### src/rtl/bec_ctrl_pkg.sv
// Shared encodings and width helpers for the BEC host controller slice.
package bec_ctrl_pkg;

    typedef enum logic [1:0] {
        CMD_WRITE_CHUNK = 2'd0,
        CMD_START       = 2'd1,
        CMD_READ_REQ    = 2'd2,
        CMD_ABORT       = 2'd3
    } cmd_e;

    typedef enum logic [2:0] {
        ST_LOAD    = 3'd0,
        ST_PUSH    = 3'd1,
        ST_ARMED   = 3'd2,
        ST_PROC    = 3'd3,
        ST_CAPTURE = 3'd4,
        ST_READ    = 3'd5,
        ST_DONE    = 3'd6
    } state_e;

    typedef enum logic [1:0] {
        ERR_NONE    = 2'd0,
        ERR_BAD_SEQ = 2'd1,
        ERR_OVF     = 2'd2,
        ERR_TIMEOUT = 2'd3
    } err_e;

    // Index width for a range of n entries; never narrower than one bit.
    function automatic int unsigned idx_w(input int unsigned n);
        return (n <= 1) ? 1 : $clog2(n);
    endfunction

    // Number of host words needed to carry one field element.
    function automatic int unsigned nchunk(input int unsigned fw, input int unsigned cw);
        return (fw + cw - 1) / cw;
    endfunction

endpackage

### src/rtl/bec_chunk_unpacker.sv
// Selects one CHUNK_W slice of a FIELD_W vector, zero-padded above FIELD_W.
module bec_chunk_unpacker
    import bec_ctrl_pkg::*;
#(
    parameter int unsigned FIELD_W = 163,
    parameter int unsigned CHUNK_W = 64
)(
    input  logic [FIELD_W-1:0]                              i_vec,
    input  logic [idx_w(nchunk(FIELD_W, CHUNK_W))-1:0]      i_idx,
    output logic [CHUNK_W-1:0]                              o_chunk,
    output logic                                            o_last
);

    localparam int unsigned NCHUNK = nchunk(FIELD_W, CHUNK_W);
    localparam int unsigned CIDX_W = idx_w(NCHUNK);
    localparam int unsigned PAD_W  = NCHUNK * CHUNK_W;

    logic [PAD_W-1:0] w_pad;

    // Pad the vector to whole chunks and pick the indexed one.
    always_comb begin
        w_pad              = '0;
        w_pad[FIELD_W-1:0] = i_vec;
        o_chunk            = '0;
        for (int unsigned k = 0; k < NCHUNK; k++) begin
            if (i_idx == CIDX_W'(k)) begin
                o_chunk = w_pad[k*CHUNK_W +: CHUNK_W];
            end
        end
        o_last = (i_idx == CIDX_W'(NCHUNK - 1));
    end

endmodule

### src/rtl/bec_host_ctrl_p.sv
// Host-side controller for the BEC point-multiplication core: assembles
// operands from host words, pushes them to the core, serves the key
// bit-serially while the core runs, and streams result words back.
module bec_host_ctrl_p
    import bec_ctrl_pkg::*;
#(
    parameter int unsigned FIELD_W = 163,
    parameter int unsigned CHUNK_W = 64,
    parameter int unsigned NUM_OPS = 6,
    parameter int unsigned NUM_RES = 2,
    parameter int unsigned TIMEOUT = 65535
)(
    input  logic                         clk,
    input  logic                         rst,
    input  logic                         cmd_valid,
    output logic                         cmd_ready,
    input  logic [1:0]                   cmd_code,
    input  logic [CHUNK_W-1:0]           cmd_data,
    output logic                         rsp_valid,
    input  logic                         rsp_ready,
    output logic [CHUNK_W-1:0]           rsp_data,
    output logic [4:0]                   status,
    output logic                         bec_load_valid,
    input  logic                         bec_load_ready,
    output logic [idx_w(NUM_OPS)-1:0]    bec_load_idx,
    output logic [FIELD_W-1:0]           bec_load_data,
    output logic                         bec_ena_proc,
    output logic                         bec_key_bit,
    input  logic                         bec_next_key,
    input  logic                         bec_done,
    output logic [idx_w(NUM_RES)-1:0]    bec_res_sel,
    input  logic [FIELD_W-1:0]           bec_res_data
);

    localparam int unsigned NCHUNK  = nchunk(FIELD_W, CHUNK_W);
    localparam int unsigned CIDX_W  = idx_w(NCHUNK);
    localparam int unsigned OIDX_W  = idx_w(NUM_OPS);
    localparam int unsigned RSEL_W  = idx_w(NUM_RES);
    localparam int unsigned WD_W    = $clog2(TIMEOUT + 1);
    localparam int unsigned LAST_LO = (NCHUNK - 1) * CHUNK_W;
    localparam int unsigned LAST_W  = FIELD_W - LAST_LO;

    state_e              r_state;
    state_e              w_state_nxt;
    err_e                r_err;
    logic [OIDX_W-1:0]   r_op_idx;
    logic [CIDX_W-1:0]   r_chunk_idx;
    logic [CIDX_W-1:0]   r_rd_idx;
    logic [FIELD_W-1:0]  r_asm;
    logic [FIELD_W-1:0]  r_key_sr;
    logic [FIELD_W-1:0]  r_cap;
    logic [WD_W-1:0]     r_wdog;
    logic [RSEL_W-1:0]   r_res_sel;

    logic                w_fire;
    logic                w_wr_ok;
    logic                w_start_ok;
    logic                w_rdq_ok;
    logic                w_abort;
    logic                w_bad_seq;
    logic                w_ovf;
    logic                w_push_hs;
    logic                w_push_last;
    logic                w_done_hit;
    logic                w_timeout;
    logic                w_rsp_hs;
    logic [CIDX_W-1:0]   w_wr_cidx;
    logic                w_wr_last;
    logic [FIELD_W-1:0]  w_wr_vec;
    logic [CHUNK_W-1:0]  w_wr_trunc;
    logic [FIELD_W-1:0]  w_asm_nxt;
    logic [CHUNK_W-1:0]  w_rd_chunk;
    logic                w_rd_last;

    // Result streaming: current chunk of the captured result.
    bec_chunk_unpacker #(
        .FIELD_W (FIELD_W),
        .CHUNK_W (CHUNK_W)
    ) u_rsp_unpack (
        .i_vec   (r_cap),
        .i_idx   (r_rd_idx),
        .o_chunk (w_rd_chunk),
        .o_last  (w_rd_last)
    );

    // Incoming word placed in the top chunk and read back through the
    // unpacker: the round trip drops bits above FIELD_W, so any difference
    // from cmd_data flags an overflow. Its last flag marks the final chunk.
    bec_chunk_unpacker #(
        .FIELD_W (FIELD_W),
        .CHUNK_W (CHUNK_W)
    ) u_ovf_check (
        .i_vec   (w_wr_vec),
        .i_idx   (w_wr_cidx),
        .o_chunk (w_wr_trunc),
        .o_last  (w_wr_last)
    );

    // Command decode and per-cycle event qualification.
    always_comb begin
        w_fire      = cmd_valid && cmd_ready;
        w_wr_ok     = w_fire && (cmd_code == CMD_WRITE_CHUNK) &&
                      (r_state inside {ST_LOAD, ST_ARMED, ST_DONE});
        w_start_ok  = w_fire && (cmd_code == CMD_START) && (r_state == ST_ARMED);
        w_rdq_ok    = w_fire && (cmd_code == CMD_READ_REQ) && (r_state == ST_DONE) &&
                      (cmd_data < CHUNK_W'(NUM_RES));
        w_abort     = w_fire && (cmd_code == CMD_ABORT);
        w_bad_seq   = w_fire && !w_abort && !w_wr_ok && !w_start_ok && !w_rdq_ok;
        // A write outside LOAD restarts the job, so it lands in chunk 0.
        w_wr_cidx   = (r_state == ST_LOAD) ? r_chunk_idx : '0;
        w_wr_vec    = '0;
        w_wr_vec[FIELD_W-1:LAST_LO] = cmd_data[LAST_W-1:0];
        w_ovf       = w_wr_ok && w_wr_last && (cmd_data != w_wr_trunc);
        w_push_hs   = (r_state == ST_PUSH) && bec_load_ready;
        w_push_last = (r_op_idx == OIDX_W'(NUM_OPS - 1));
        w_done_hit  = (r_state == ST_PROC) && bec_done && !w_abort;
        w_timeout   = (r_state == ST_PROC) && !bec_done && !w_abort &&
                      (r_wdog == WD_W'(TIMEOUT - 1));
        w_rsp_hs    = (r_state == ST_READ) && rsp_ready && !w_abort;
    end

    // Assembly register with the incoming word merged in.
    always_comb begin
        w_asm_nxt = r_asm;
        for (int unsigned k = 0; k + 1 < NCHUNK; k++) begin
            if (w_wr_cidx == CIDX_W'(k)) begin
                w_asm_nxt[k*CHUNK_W +: CHUNK_W] = cmd_data;
            end
        end
        if (w_wr_last) begin
            w_asm_nxt[FIELD_W-1:LAST_LO] = cmd_data[LAST_W-1:0];
        end
    end

    // State register.
    always_ff @(posedge clk or posedge rst) begin
        if (rst) begin
            r_state <= ST_LOAD;
        end else begin
            r_state <= w_state_nxt;
        end
    end

    // Next-state selection.
    always_comb begin
        w_state_nxt = r_state;
        if (w_abort) begin
            w_state_nxt = ST_LOAD;
        end else begin
            case (r_state)
                ST_LOAD, ST_ARMED, ST_DONE: begin
                    if (w_wr_ok) begin
                        w_state_nxt = w_wr_last ? ST_PUSH : ST_LOAD;
                    end else if (w_start_ok) begin
                        w_state_nxt = ST_PROC;
                    end else if (w_rdq_ok) begin
                        w_state_nxt = ST_CAPTURE;
                    end
                end
                ST_PUSH: begin
                    if (w_push_hs) begin
                        w_state_nxt = w_push_last ? ST_ARMED : ST_LOAD;
                    end
                end
                ST_PROC: begin
                    if (w_done_hit) begin
                        w_state_nxt = ST_DONE;
                    end else if (w_timeout) begin
                        w_state_nxt = ST_LOAD;
                    end
                end
                ST_CAPTURE: w_state_nxt = ST_READ;
                ST_READ: begin
                    if (w_rsp_hs && w_rd_last) begin
                        w_state_nxt = ST_DONE;
                    end
                end
                default: w_state_nxt = ST_LOAD;
            endcase
        end
    end

    // Output decode from state and datapath registers.
    always_comb begin
        cmd_ready      = !(r_state inside {ST_PUSH, ST_CAPTURE});
        bec_load_valid = (r_state == ST_PUSH);
        bec_load_idx   = (r_state == ST_PUSH) ? r_op_idx : '0;
        bec_load_data  = (r_state == ST_PUSH) ? r_asm : '0;
        bec_ena_proc   = (r_state == ST_PROC);
        bec_key_bit    = (r_state == ST_PROC) && r_key_sr[0];
        bec_res_sel    = r_res_sel;
        rsp_valid      = (r_state == ST_READ);
        rsp_data       = (r_state == ST_READ) ? w_rd_chunk : '0;
        status         = {r_err, r_state};
    end

    // Operand assembly, counters, key shifter, watchdog and result capture.
    always_ff @(posedge clk or posedge rst) begin
        if (rst) begin
            r_op_idx    <= '0;
            r_chunk_idx <= '0;
            r_rd_idx    <= '0;
            r_asm       <= '0;
            r_key_sr    <= '0;
            r_cap       <= '0;
            r_wdog      <= '0;
            r_res_sel   <= '0;
        end else begin
            if (w_abort || w_timeout) begin
                r_op_idx    <= '0;
                r_chunk_idx <= '0;
                r_rd_idx    <= '0;
            end else begin
                if (w_wr_ok) begin
                    r_asm       <= w_asm_nxt;
                    r_chunk_idx <= w_wr_last ? '0 : w_wr_cidx + CIDX_W'(1);
                    if (r_state != ST_LOAD) begin
                        r_op_idx <= '0;
                    end
                end
                if (w_push_hs) begin
                    r_op_idx <= w_push_last ? '0 : r_op_idx + OIDX_W'(1);
                    if (w_push_last) begin
                        r_key_sr <= r_asm;
                    end
                end
                if (w_rdq_ok) begin
                    r_res_sel <= cmd_data[RSEL_W-1:0];
                end
                if (r_state == ST_CAPTURE) begin
                    r_cap    <= bec_res_data;
                    r_rd_idx <= '0;
                end
                if (w_rsp_hs) begin
                    r_rd_idx <= w_rd_last ? '0 : r_rd_idx + CIDX_W'(1);
                end
            end
            if (w_start_ok) begin
                r_wdog <= '0;
            end else if (r_state == ST_PROC) begin
                r_wdog <= r_wdog + WD_W'(1);
            end
            if ((r_state == ST_PROC) && bec_next_key) begin
                r_key_sr <= r_key_sr >> 1;
            end
        end
    end

    // Sticky error code; the latest error wins, ABORT clears.
    always_ff @(posedge clk or posedge rst) begin
        if (rst) begin
            r_err <= ERR_NONE;
        end else if (w_abort) begin
            r_err <= ERR_NONE;
        end else if (w_timeout) begin
            r_err <= ERR_TIMEOUT;
        end else if (w_bad_seq) begin
            r_err <= ERR_BAD_SEQ;
        end else if (w_ovf) begin
            r_err <= ERR_OVF;
        end
    end

endmodule

### config.mk
export PLATFORM = sky130hd
export DESIGN_NAME = bec_host_ctrl_p
export DESIGN_NICKNAME = d
export VERILOG_FILES = /design/src/rtl/bec_ctrl_pkg.sv /design/src/rtl/bec_chunk_unpacker.sv /design/src/rtl/bec_host_ctrl_p.sv
export SDC_FILE = /design/constraint.sdc
export NUM_CORES = 1
export LEC_CHECK = 0
export CORE_MARGIN = 2
export CORE_UTILIZATION = 52
export DETAILED_ROUTE_END_ITERATION = 8
export PLACE_DENSITY = 0.81
export RECOVER_POWER = 50
export SLEW_MARGIN = 30
export SYNTH_ARGS = -nofsm -noshare
export SYNTH_HDL_FRONTEND = slang
export SYNTH_SLANG_ARGS = --single-unit
### constraint.sdc
create_clock -name clk -period 22.3 [get_ports clk]
set_clock_uncertainty 0.2 [all_clocks]
set_input_delay 3.345 -clock clk [delete_from_list [all_inputs] [get_ports clk]]
set_output_delay 3.345 -clock clk [all_outputs]
set_load 0.02 [all_outputs]
Word-level counts from Yosys, hierarchy flattened
Index checks and enable logic that the tools add are counted.
Storage, ports and cells
  register bits after elaboration: 518
  bits in latches: 0
  memory bits (writable): 0
  bits in read-only memories: 0
  word-level logic and storage cells: 137
  memories: 0
Operators by class
  add/subtract/negate cells: 4
  multipliers: 0
  divide/modulo/power cells: 0
  $lt $le $gt $ge: 1
  equal/unequal tests: 21
  shift operators: 0
  mux-type cells: 41
  bitwise gates (word level): 1
  reduce and logical (&&, ||, !) cells: 57
Operator list (number)
  $mux W163: 5
  $mux W64: 4
  $lt A64 B2 Y1 const B: 1
  $ne A64 B64 Y1: 1
  $mux W3: 14
  $mux W35: 1
  $mux W16: 2
  $logic_and A1 B1 Y1: 26
  $mux W2: 13
  $add A16 B1 Y16 const B: 1
  $eq A16 B16 Y1 const B: 1
  $pmux W3 S5: 1
  $reduce_bool A3 Y1: 5
  $eq A3 B3 Y1 const B: 4
  $reduce_and A3 Y1: 4
  $reduce_bool A2 Y1: 5
  $eq A2 B2 Y1 const B: 4
  $eq A2 B1 Y1 const B: 3
  $eq A3 B2 Y1 const B: 2
  $logic_not A1 Y1: 6
  $logic_not A2 Y1: 3
  $ne A3 B1 Y1 const B: 2
  $reduce_and A2 Y1: 3
  $ne A5 B5 Y1 const B: 1
  other kinds (12): 13

Depth between registers and ports, before layout
Gate-level depths: netlist of the first run.
  depth after elaboration: 13
  depth in mapped cells: 10
  gate-level depth less buffers: 8

Cells and area by module
A second synthesis of the first run with hierarchy kept.
Unflattened totals
  cells, all modules: 2249
  area total of the unflattened synthesis: 25913.6 µm²
By module, submodules not included
  bec_host_ctrl_p: instances 1, cells an instance 1953, area an instance 23516.3 µm²
  bec_chunk_unpacker: instances 2, cells an instance 148, area an instance 1198.6 µm²

Worst setup path before layout of the first run
OpenSTA, ideal clock, no wires.
  kind: reg2out
  from: register r_state[2]
  to: output port rsp_data[53]
  arrival time: 2046 ps
  data required time: 18755 ps
  path slack: 16709 ps
  cell stages (with the launch flop): 9
  path through: dfrtp_1 buf_2 and2b_1 nand2_1 inv_1 nand2b_1 buf_2 buf_1 nor2_1
Between the ends
  word-level cells in the longest chain between the ends: 2
Ends and longest elaborated chain
  from (decl): RTL line bec_host_ctrl_p.sv:43  | state_e r_state;
  from (signal assigned): RTL line bec_host_ctrl_p.sv:140  | r_state <= w_state_nxt;
  $eq A3 B3 Y1
  named net rsp_valid: RTL line bec_host_ctrl_p.sv:19  | output logic rsp_valid,
  $mux W64: RTL line bec_host_ctrl_p.sv:193  | rsp_data = (r_state == ST_READ) ? w_rd_chunk : '0;
  to (decl): RTL line bec_host_ctrl_p.sv:21  | output logic [CHUNK_W-1:0] rsp_data,
The timed path passes the listed nets, and every way through them passes these cells.

==> flow_summary_export.csv, run 1 <==
group,metric,value,unit
clock_tree,postCtsSetupBuffers,0,
drt,ant_nets,0,
sta,min_period,11.73,ns
synthesis,ys_types,53,
run_status,status,"complete, but fails checks",
worst_hold_path,min_to,"r_cap[31]",
grt,grt_start_max_net_pins,171,
placed_design,placed_area,28740,um2
worst_setup_path,start_kind,"input pin",
placed_design,routabilityCongestion,0.8352,
worst_setup_path,r2r_start,"r_state[1]",
final_layout,layout-area-overhead-vs-synth,29.18,%
clock_tree,insertion_delay,0.60,ns
worst_setup_path,ff2ff_setup_slack,13.26,ns
clock_tree,clk_pin_slew_worst_paths,0.06,ns
floorplanning,initial_utilization,52.37,%
floorplanning,core_area,45190,um2
flow_run,drv_cap,10,
clock_tree,cts_root_buffer,"clkbuf_16",
floorplanning,fp.dieArea,47230,um2
worst_setup_path,critPathRequiredTime,22.77,ns
sta,period_share,52.59,%
worst_hold_path,holdPathStages,1,
sta,finalHoldViolCount,0,
drt,drt_wl_total,62.42,mm
worst_setup_path,critPathArrivalTime,12.20,ns
sta,grt_setup_unrepaired,"false",
final_layout,layout_common_cells,"dfrtp_1, clkdlybuf4s50_1, mux2_2",
clock_tree,cts_buffers,55,
power,ir_drop,93.27,uV
drt,wl_per_cell,20.29,um
clock_tree,htree_levels,2,
run_status,violations,"capacitance limit, slew limit",
synthesis,yosysSeqAreaShare,54.77,%
final_layout,final_area,30570,um2
floorplanning,die_h,217.3,um
clock_tree,clock-sinks,518,
worst_setup_path,worst_r2r_endpoint,"r_cap[114]",
worst_hold_path,hp-start,"r_cap[31]",
floorplanning,fp.dieW,217.3,um
synthesis,yosysTopAreaCell,"dfrtp_1",
worst_hold_path,hold_class,"flop to flop",
grt,track_usage,26.25,%
final_layout,layout-drive-gt1-share,17.75,%
drt,vias,16930,
worst_setup_path,critPathMaxFanout,136,
grt,grt_pass1_wl,97.35,mm
worst_setup_path,crit_type,"input pin to asynchronous set/reset pin",
sta,drv_slew,620,
synthesis,ys_ff_latch,518,
synthesis,netlist_area,23670,um2
sta,setup_viol_count_final,0,
synthesis,syn_inst,2009,
clock_tree,cts-resized-gates,0,
drt,drcViolationCount,0,
final_layout,nets,2667,
drt,dr.pass1.iters,7,
sta,worst_pin_slew,5.828,ns
synthesis,ys_warn_count,0,
final_layout,final_common_cell,"dfrtp_1",
power,leakage,14.38,nW
worst_setup_path,reg2reg_depth,5,
floorplanning,num_io_pins,477,
grt,grt_pass1_vias,17750,
clock_tree,holdBufCountCts,0,
synthesis,avgSynthCellArea,11.78,um2
placed_design,dp_hpwl,42.86,mm
grt,antenna_found_initial,17,
sta,fmax,0.08528,GHz
placed_design,io_buffers,476,
grt,grt_overflow_total,0,
clock_tree,cts_tree,"done",
sta,tns,0,ns
drt,drt_iter0_drc,1077,
clock_tree,cts.path.max_buffers,3,
drt,viasPerCell,5.504,
synthesis,synth_top_area_share,54.77,%
synthesis,postSynthNetCount,2247,
synthesis,async_reset_ff_share,100.0,%
final_layout,fillers,3254,
synthesis,synth_ff_type,"dfrtp_1",
synthesis,yosys-top-cells-area,"dfrtp_1, mux2_2, mux2i_1, nor2_1, and2_1",
synthesis,synth_edf_count,0,
sta,slew_headroom,-290.7,%
floorplanning,rows,78,
power,cellPowerDensity,128.5,nW/um2
worst_setup_path,end_kind,"asynchronous set/reset pin",
==> worst max-delay path by stage <==
stage / start / end / slack [ns] / depth (start not counted)
finish: rst / r_asm[53] / 10.57 / 5
global route: rst / r_key_sr[118] / 8.77 / 5
CTS: r_state[1] / rsp_data[60] / 14.99 / 8
detailed placement: rst / r_asm[118] / 14.91 / 5
global placement: rst / r_asm[119] / 14.98 / 5
floorplan: rst / bec_res_sel / 4.29 / 1
==> power by group <==
part           leakage [nW]  switching (W)  internal [W]  total (W)
Sequential             6.41       0.000295       0.00136    0.00166
Clock                 0.913       0.000376      0.000562   0.000938
Combinational          7.06       0.000624      0.000709    0.00133
Total                  14.4        0.00130       0.00263    0.00393
==> routing by layer <==
| metal | routed length, um | GRT usage [%] |
|---|---|---|
| met5 | 86 | 0 |
| met4 | 1786 | 8.881 |
| met3 | 4627 | 6.918 |
| met2 | 30590 | 43.94 |
| met1 | 25330 | 33.13 |
==> sequential cells by signal, summed over array words and instances, names as in the netlist <==
| signal | flops |
|---|---|
| r_chunk_idx | 2 |
| bec_res_sel | 1 |
| r_rd_idx | 2 |
| r_cap | 163 |
| r_state | 3 |
| r_key_sr | 163 |
| r_err | 2 |
| r_wdog | 16 |
| r_op_idx | 3 |
| r_asm | 163 |
==> metrics by stage <==
stage          total power, W  worst slack (ns)  util, %  hold WS, ns  std cells
3_5_place_dp         0.002973             14.91    63.60       0.2951       2970
2_1_floorplan        0.002490             4.285        -       0.2538       2009
3_3_place_gp         0.002898             14.98    63.52       0.2753       2969
5_1_grt              0.004154             8.771    67.65       0.3200       3075
6_report             0.003928             10.57    67.66       0.3048       3076
4_1_cts              0.003932             14.99    67.72       0.3083       3066
==> cell families after synthesis <==
kind of cell,share of synthesized area (%)
xor+xnor,0.5181
flops,54.77
buf+inv,2.955
mux,25.29
compound gates,5.166
fa+ha+maj,0.1057
simple gates,11.19
==> Yosys cell counts, types with 8 or more instances <==
cell type	n
mux2_2	327
buf_4	9
and2_1	166
mux2i_1	229
clkbuf_1	78
a21oi_1	203
o21ai_0	8
xor2_1	11
nor4_1	16
nor2_1	294
buf_2	33
dfrtp_1	518
nand2_1	25
==> critical path, cell delays in order <==
cell and delay, ns:
dlygate4sd3_1 0.54, clkinvlp_2 3.19, clkbuf_1 3.32, buf_4 1.06, buf_6 0.62
==> layout make-up <==
| cell class | count | area [um2] | share of cell area, % |
|---|---|---|---|
| Inverter | 8 | 36.28 | 0.1187 |
| Antenna cell | 8 | 20.02 | 0.06548 |
| Tap cell | 600 | 750.7 | 2.456 |
| Clock buffer | 80 | 1632 | 5.337 |
| Sequential cell | 518 | 12960 | 42.41 |
| Multi-Input combinational cell | 1350 | 9992 | 32.68 |
| Clock inverter | 16 | 229.0 | 0.7490 |
| Timing Repair Buffer | 496 | 4947 | 16.18 |
No activity file was read; power rests on OpenSTA's default activity.
==> inputs of run 2 (changes only) <==
Clock period 22.3 ns to 11.3 ns, I/O delays scaled along.
==> flow_summary_export.csv, run 2 (same netlist as run 1, synthesis figures left out) <==
group,metric,value,unit
flow_run,drv_cap,9,
placed_design,io_buffers,476,
worst_setup_path,critPathMaxFanout,59,
clock_tree,clock-sinks,518,
sta,finalHoldViolCount,0,
grt,grt_overflow_total,0,
clock_tree,insertion_delay,0.60,ns
final_layout,largestRegisters,"r_asm (163), r_cap (163), r_key_sr (163)",
clock_tree,postCtsSetupBuffers,0,
final_layout,layout_common_cells,"dfrtp_1, clkdlybuf4s50_1, mux2_2",
sta,grt_setup_unrepaired,"false",
final_layout,layout-drive-gt1-share,18.27,%
sta,tns,0,ns
clock_tree,cts_root_buffer,"clkbuf_16",
final_layout,final_cell_count_no_fill,3078,
clock_tree,cts.path.max_buffers,3,
sta,period_share,64.36,%
drt,dr.pass1.iters,5,
grt,antenna_found_initial,7,
floorplanning,core_area,45190,um2
run_status,status,"complete, but fails checks",
worst_setup_path,start_kind,"flop",
placed_design,dp_hpwl,43.07,mm
placed_design,routabilityCongestion,0.8308,
grt,track_usage,26.32,%
drt,vias,17020,
grt,grt_pass1_vias,17560,
clock_tree,clk_pin_slew_worst_paths,0.06,ns
clock_tree,cts_tree,"done",
drt,drt_iter0_drc,1263,
sta,setup_viol_count_final,0,
clock_tree,cts-resized-gates,0,
grt,grt_start_max_net_pins,150,
drt,wl_per_cell,20.37,um
placed_design,place_inst,2974,
floorplanning,fp.dieW,217.3,um
power,cellPowerDensity,257.0,nW/um2
worst_setup_path,crit_type,"flop to flop",
floorplanning,die_h,217.3,um
drt,ant_nets,0,
worst_setup_path,critPathRequiredTime,11.53,ns
floorplanning,fp.dieArea,47230,um2
sta,min_period,7.273,ns
sta,slew_headroom,-197.8,%
placed_design,placed_area,28760,um2
worst_setup_path,ff2ff_setup_slack,4.03,ns
power,ir_drop,179.2,uV
run_status,violations,"capacitance limit, slew limit",
sta,worst_pin_slew,4.466,ns
worst_hold_path,hold_class,"flop to flop",
clock_tree,htree_levels,2,
final_layout,final_common_cell,"dfrtp_1",
clock_tree,cts_buffers,54,
floorplanning,rows,78,
floorplanning,num_io_pins,477,
sta,drv_slew,571,
clock_tree,holdBufCountCts,0,
final_layout,final_area,30760,um2
final_layout,nets,2668,
drt,drt_wl_total,62.70,mm
sta,fin_hold_ws,0.3035,ns
worst_setup_path,critPathArrivalTime,7.50,ns
worst_setup_path,end_kind,"flop",
final_layout,layout-area-overhead-vs-synth,29.99,%
drt,drcViolationCount,0,
power,leakage,14.46,nW
grt,grt_pass1_wl,97.29,mm
drt,viasPerCell,5.529,
floorplanning,initial_utilization,52.37,%
sta,fmax,0.1375,GHz
power,power,0.007907,W
[run 2: path summary, 6_finish.rpt]
check / from / cells past startpoint / to
setup / recovery: r_state[1] / 8 / r_key_sr[124]
hold reg to reg: r_op_idx[1] / 1 / r_op_idx[1]
hold / removal: r_op_idx[1] / 1 / r_op_idx[1]
setup reg to reg: r_state[1] / 8 / r_key_sr[124]
max in group asynchronous: rst / 4 / r_cap[35]
min in group asynchronous: rst / 2 / r_asm[22]
[run 2: layout make-up]
| type | instances | area [um2] |
|---|---|---|
| antenna | 4 | 10.01 |
| clock buffer | 75 | 1614 |
| clock inverter | 25 | 440.4 |
| fill | 3253 | 14420 |
| inverter | 8 | 32.53 |
| multi-input combinational | 1350 | 10020 |
| sequential | 518 | 12960 |
| tap | 600 | 750.7 |
| timing repair buffer | 498 | 4927 |
[run 2: critical path: stages (launching register included)]
cell and delay [ns]:
dfrtp_1 0.74, nand3b_1 0.25, clkinvlp_2 1.25, and2_0 0.68, and3_2 0.24, nand2_1 2.18, buf_4 1.04, mux2i_1 0.28
a21oi_1 0.10
[run 2: metrics by stage]
step	utilization, %	worst slack, ns
2_1_floorplan	-	2.369
3_3_place_gp	63.58	6.316
3_5_place_dp	63.65	6.370
4_1_cts	68.20	5.711
5_1_grt	68.07	3.128
6_report	68.08	4.027
[run 2: where the power goes]
group          total [W]  internal [W]  switching (W)
clock network    0.00202       0.00127       0.000747
registers        0.00328       0.00269       0.000595
logic            0.00261       0.00139        0.00122
[run 2: routing by layer]
| metal | vias to the layer above | share of wire [%] | GRT usage (%) |
|---|---|---|---|
| met5 | - | 0.11 | 0 |
| met4 | 10 | 2.8 | 7.900 |
| met3 | 107 | 7.2 | 7.268 |
| met2 | 502 | 49 | 44.37 |
| met1 | 8600 | 40 | 33.14 |
| li1 | 7799 | - | - |
==> inputs of run 3 (changes only) <==
Clock period 11.3 ns to 6.9 ns, I/O delays scaled along.
==> flow_summary_export.csv, run 3 (same netlist as run 1, synthesis figures left out) <==
group,metric,value,unit
worst_setup_path,r2r_start,"r_state[1]",
worst_setup_path,cp.buffers_inverters,1,
power,ir_drop,339.9,uV
sta,period_share,72.67,%
placed_design,dp_hpwl,42.99,mm
floorplanning,core_area,45190,um2
sta,slew_headroom,-182.0,%
final_layout,final_common_cell,"dfrtp_1",
clock_tree,clk_pin_slew_worst_paths,0.06,ns
sta,fin_hold_ws,0.3061,ns
clock_tree,holdBufCountCts,0,
power,netSwitchingPower,0.004186,W
grt,grt_pass1_wl,98.23,mm
run_status,violations,"capacitance limit, slew limit",
sta,finalHoldViolCount,0,
floorplanning,die_h,217.3,um
final_layout,layout-area-overhead-vs-synth,29.14,%
worst_setup_path,crit_type,"flop to flop",
drt,wl_per_cell,20.49,um
final_layout,fin_util,67.63,%
final_layout,largestRegisters,"r_asm (163), r_cap (163), r_key_sr (163)",
run_status,status,"complete, but fails checks",
flow_run,drv_cap,4,
drt,dr.pass1.iters,5,
floorplanning,num_io_pins,477,
worst_setup_path,critPathArrivalTime,5.33,ns
drt,viasPerCell,5.542,
sta,tns,0,ns
drt,ant_nets,0,
floorplanning,fp.dieW,217.3,um
power,leakage,14.36,nW
sta,drv_slew,337,
clock_tree,clock-sinks,518,
clock_tree,cts_buffers,54,
power,switching_share,33.11,%
worst_setup_path,critPathRequiredTime,7.22,ns
sta,grt_setup_unrepaired,"false",
clock_tree,cts_root_buffer,"clkbuf_16",
grt,antenna_found_initial,7,
final_layout,layout-drive-gt1-share,17.91,%
grt,track_usage,26.50,%
clock_tree,cts-resized-gates,0,
placed_design,routabilityCongestion,0.8491,
sta,worst_pin_slew,4.230,ns
worst_setup_path,path_cells,"nand2b_1 > nor2_4 > clkbuf_2 > mux2_2",
sta,min_period,5.014,ns
clock_tree,cts.path.max_buffers,3,
grt,grt_pass1_vias,17730,
worst_setup_path,start_kind,"flop",
final_layout,layout_common_cells,"dfrtp_1, clkdlybuf4s50_1, mux2_2",
clock_tree,insertion_delay,0.59,ns
worst_setup_path,critPathMaxFanout,165,
power,clkPwrFrac,23.0,%
worst_setup_path,cp-startpoint,"r_state[1]",
sta,fmax,0.1994,GHz
drt,vias,17020,
floorplanning,rows,78,
power,cellPowerDensity,413.7,nW/um2
worst_setup_path,critPathTopFamily,"buffers and inverters",
worst_setup_path,critPathMaxStageDelay,2.66,ns
drt,drt_iter0_drc,1360,
clock_tree,postCtsSetupBuffers,0,
worst_setup_path,cp_slowest_cell,"clkbuf_2",
power,pwr-share-seq,42.5,%
worst_hold_path,hp-start,"r_cap[29]",
sta,setup_viol_count_final,0,
worst_hold_path,hold_class,"flop to flop",
floorplanning,initial_utilization,52.37,%
grt,grt_overflow_total,0,
clock_tree,htree_levels,2,
grt,grt_start_max_net_pins,172,
floorplanning,fp.dieArea,47230,um2
final_layout,nets,2667,
power,p_int,0.008458,W
drt,drcViolationCount,0,
placed_design,io_buffers,476,
power,pwr-share-comb,34.5,%
worst_setup_path,end_kind,"flop",
clock_tree,cts_tree,"done",
drt,drt_wl_total,62.91,mm
==> run 3: stage by stage <==
stage	setup WS, ns	power, W	area (um2)	cells
after global placement	2.688	0.009412	28750	2970
final	1.886	0.01264	30560	3071
after detailed placement	2.517	0.009626	28750	2970
after CTS	1.833	0.01259	30510	3065
after global routing	1.470	0.01336	30560	3070
after floorplan	-1.371	0.008050	23670	2009
==> run 3: layout make-up <==
class,instances,area [um2]
clock inverter,16,209.0
sequential,518,12960
clock buffer,79,1546
inverter,8,36.28
tap,600,750.7
antenna,3,7.507
timing repair buffer,497,5002
multi-input combinational,1350,10040
fill,3283,14630
==> run 3: worst register-to-register path, stage by stage, from the launching register on <==
cell and delay, ns:
dfrtp_1 0.61, nand2b_1 0.32, nor2_4 0.11, clkbuf_2 2.66
mux2_2 1.04
==> run 3: path summary, 6_finish.rpt <==
| check | end | slack, ns | depth (start not counted) |
|---|---|---|---|
| min reg2reg | r_cap[29] | 0.31 | 1 |
| max reg2reg | r_cap[126] | 1.89 | 4 |
| max in group asynchronous | r_key_sr[117] | 2.46 | 4 |
| max | r_cap[126] | 1.89 | 4 |
| min in group asynchronous | r_asm[23] | 1.97 | 3 |
| min | r_cap[29] | 0.31 | 1 |
==> run 3: power by group through the flow <==
| stage | Sequential (W) | Clock [W] | Combinational [W] |
|---|---|---|---|
| after floorplan | 0.00501 | 0 | 0.00304 |
| after global routing | 0.00553 | 0.00309 | 0.00474 |
| after detailed placement | 0.00540 | 0 | 0.00423 |
| final | 0.00538 | 0.00290 | 0.00436 |
| after CTS | 0.00536 | 0.00296 | 0.00427 |
| after global placement | 0.00533 | 0 | 0.00409 |
==> run 3: metal layers <==
layer	track usage [%]	vias to the layer above	share of wire, %	wire length, um
li1	-	7778	-	-
met1	33.72	8566	41	25490
met2	42.92	535	48	30300
met3	7.799	134	7.9	4981
met4	10.09	6	3.4	2108
met5	0	-	0.054	34
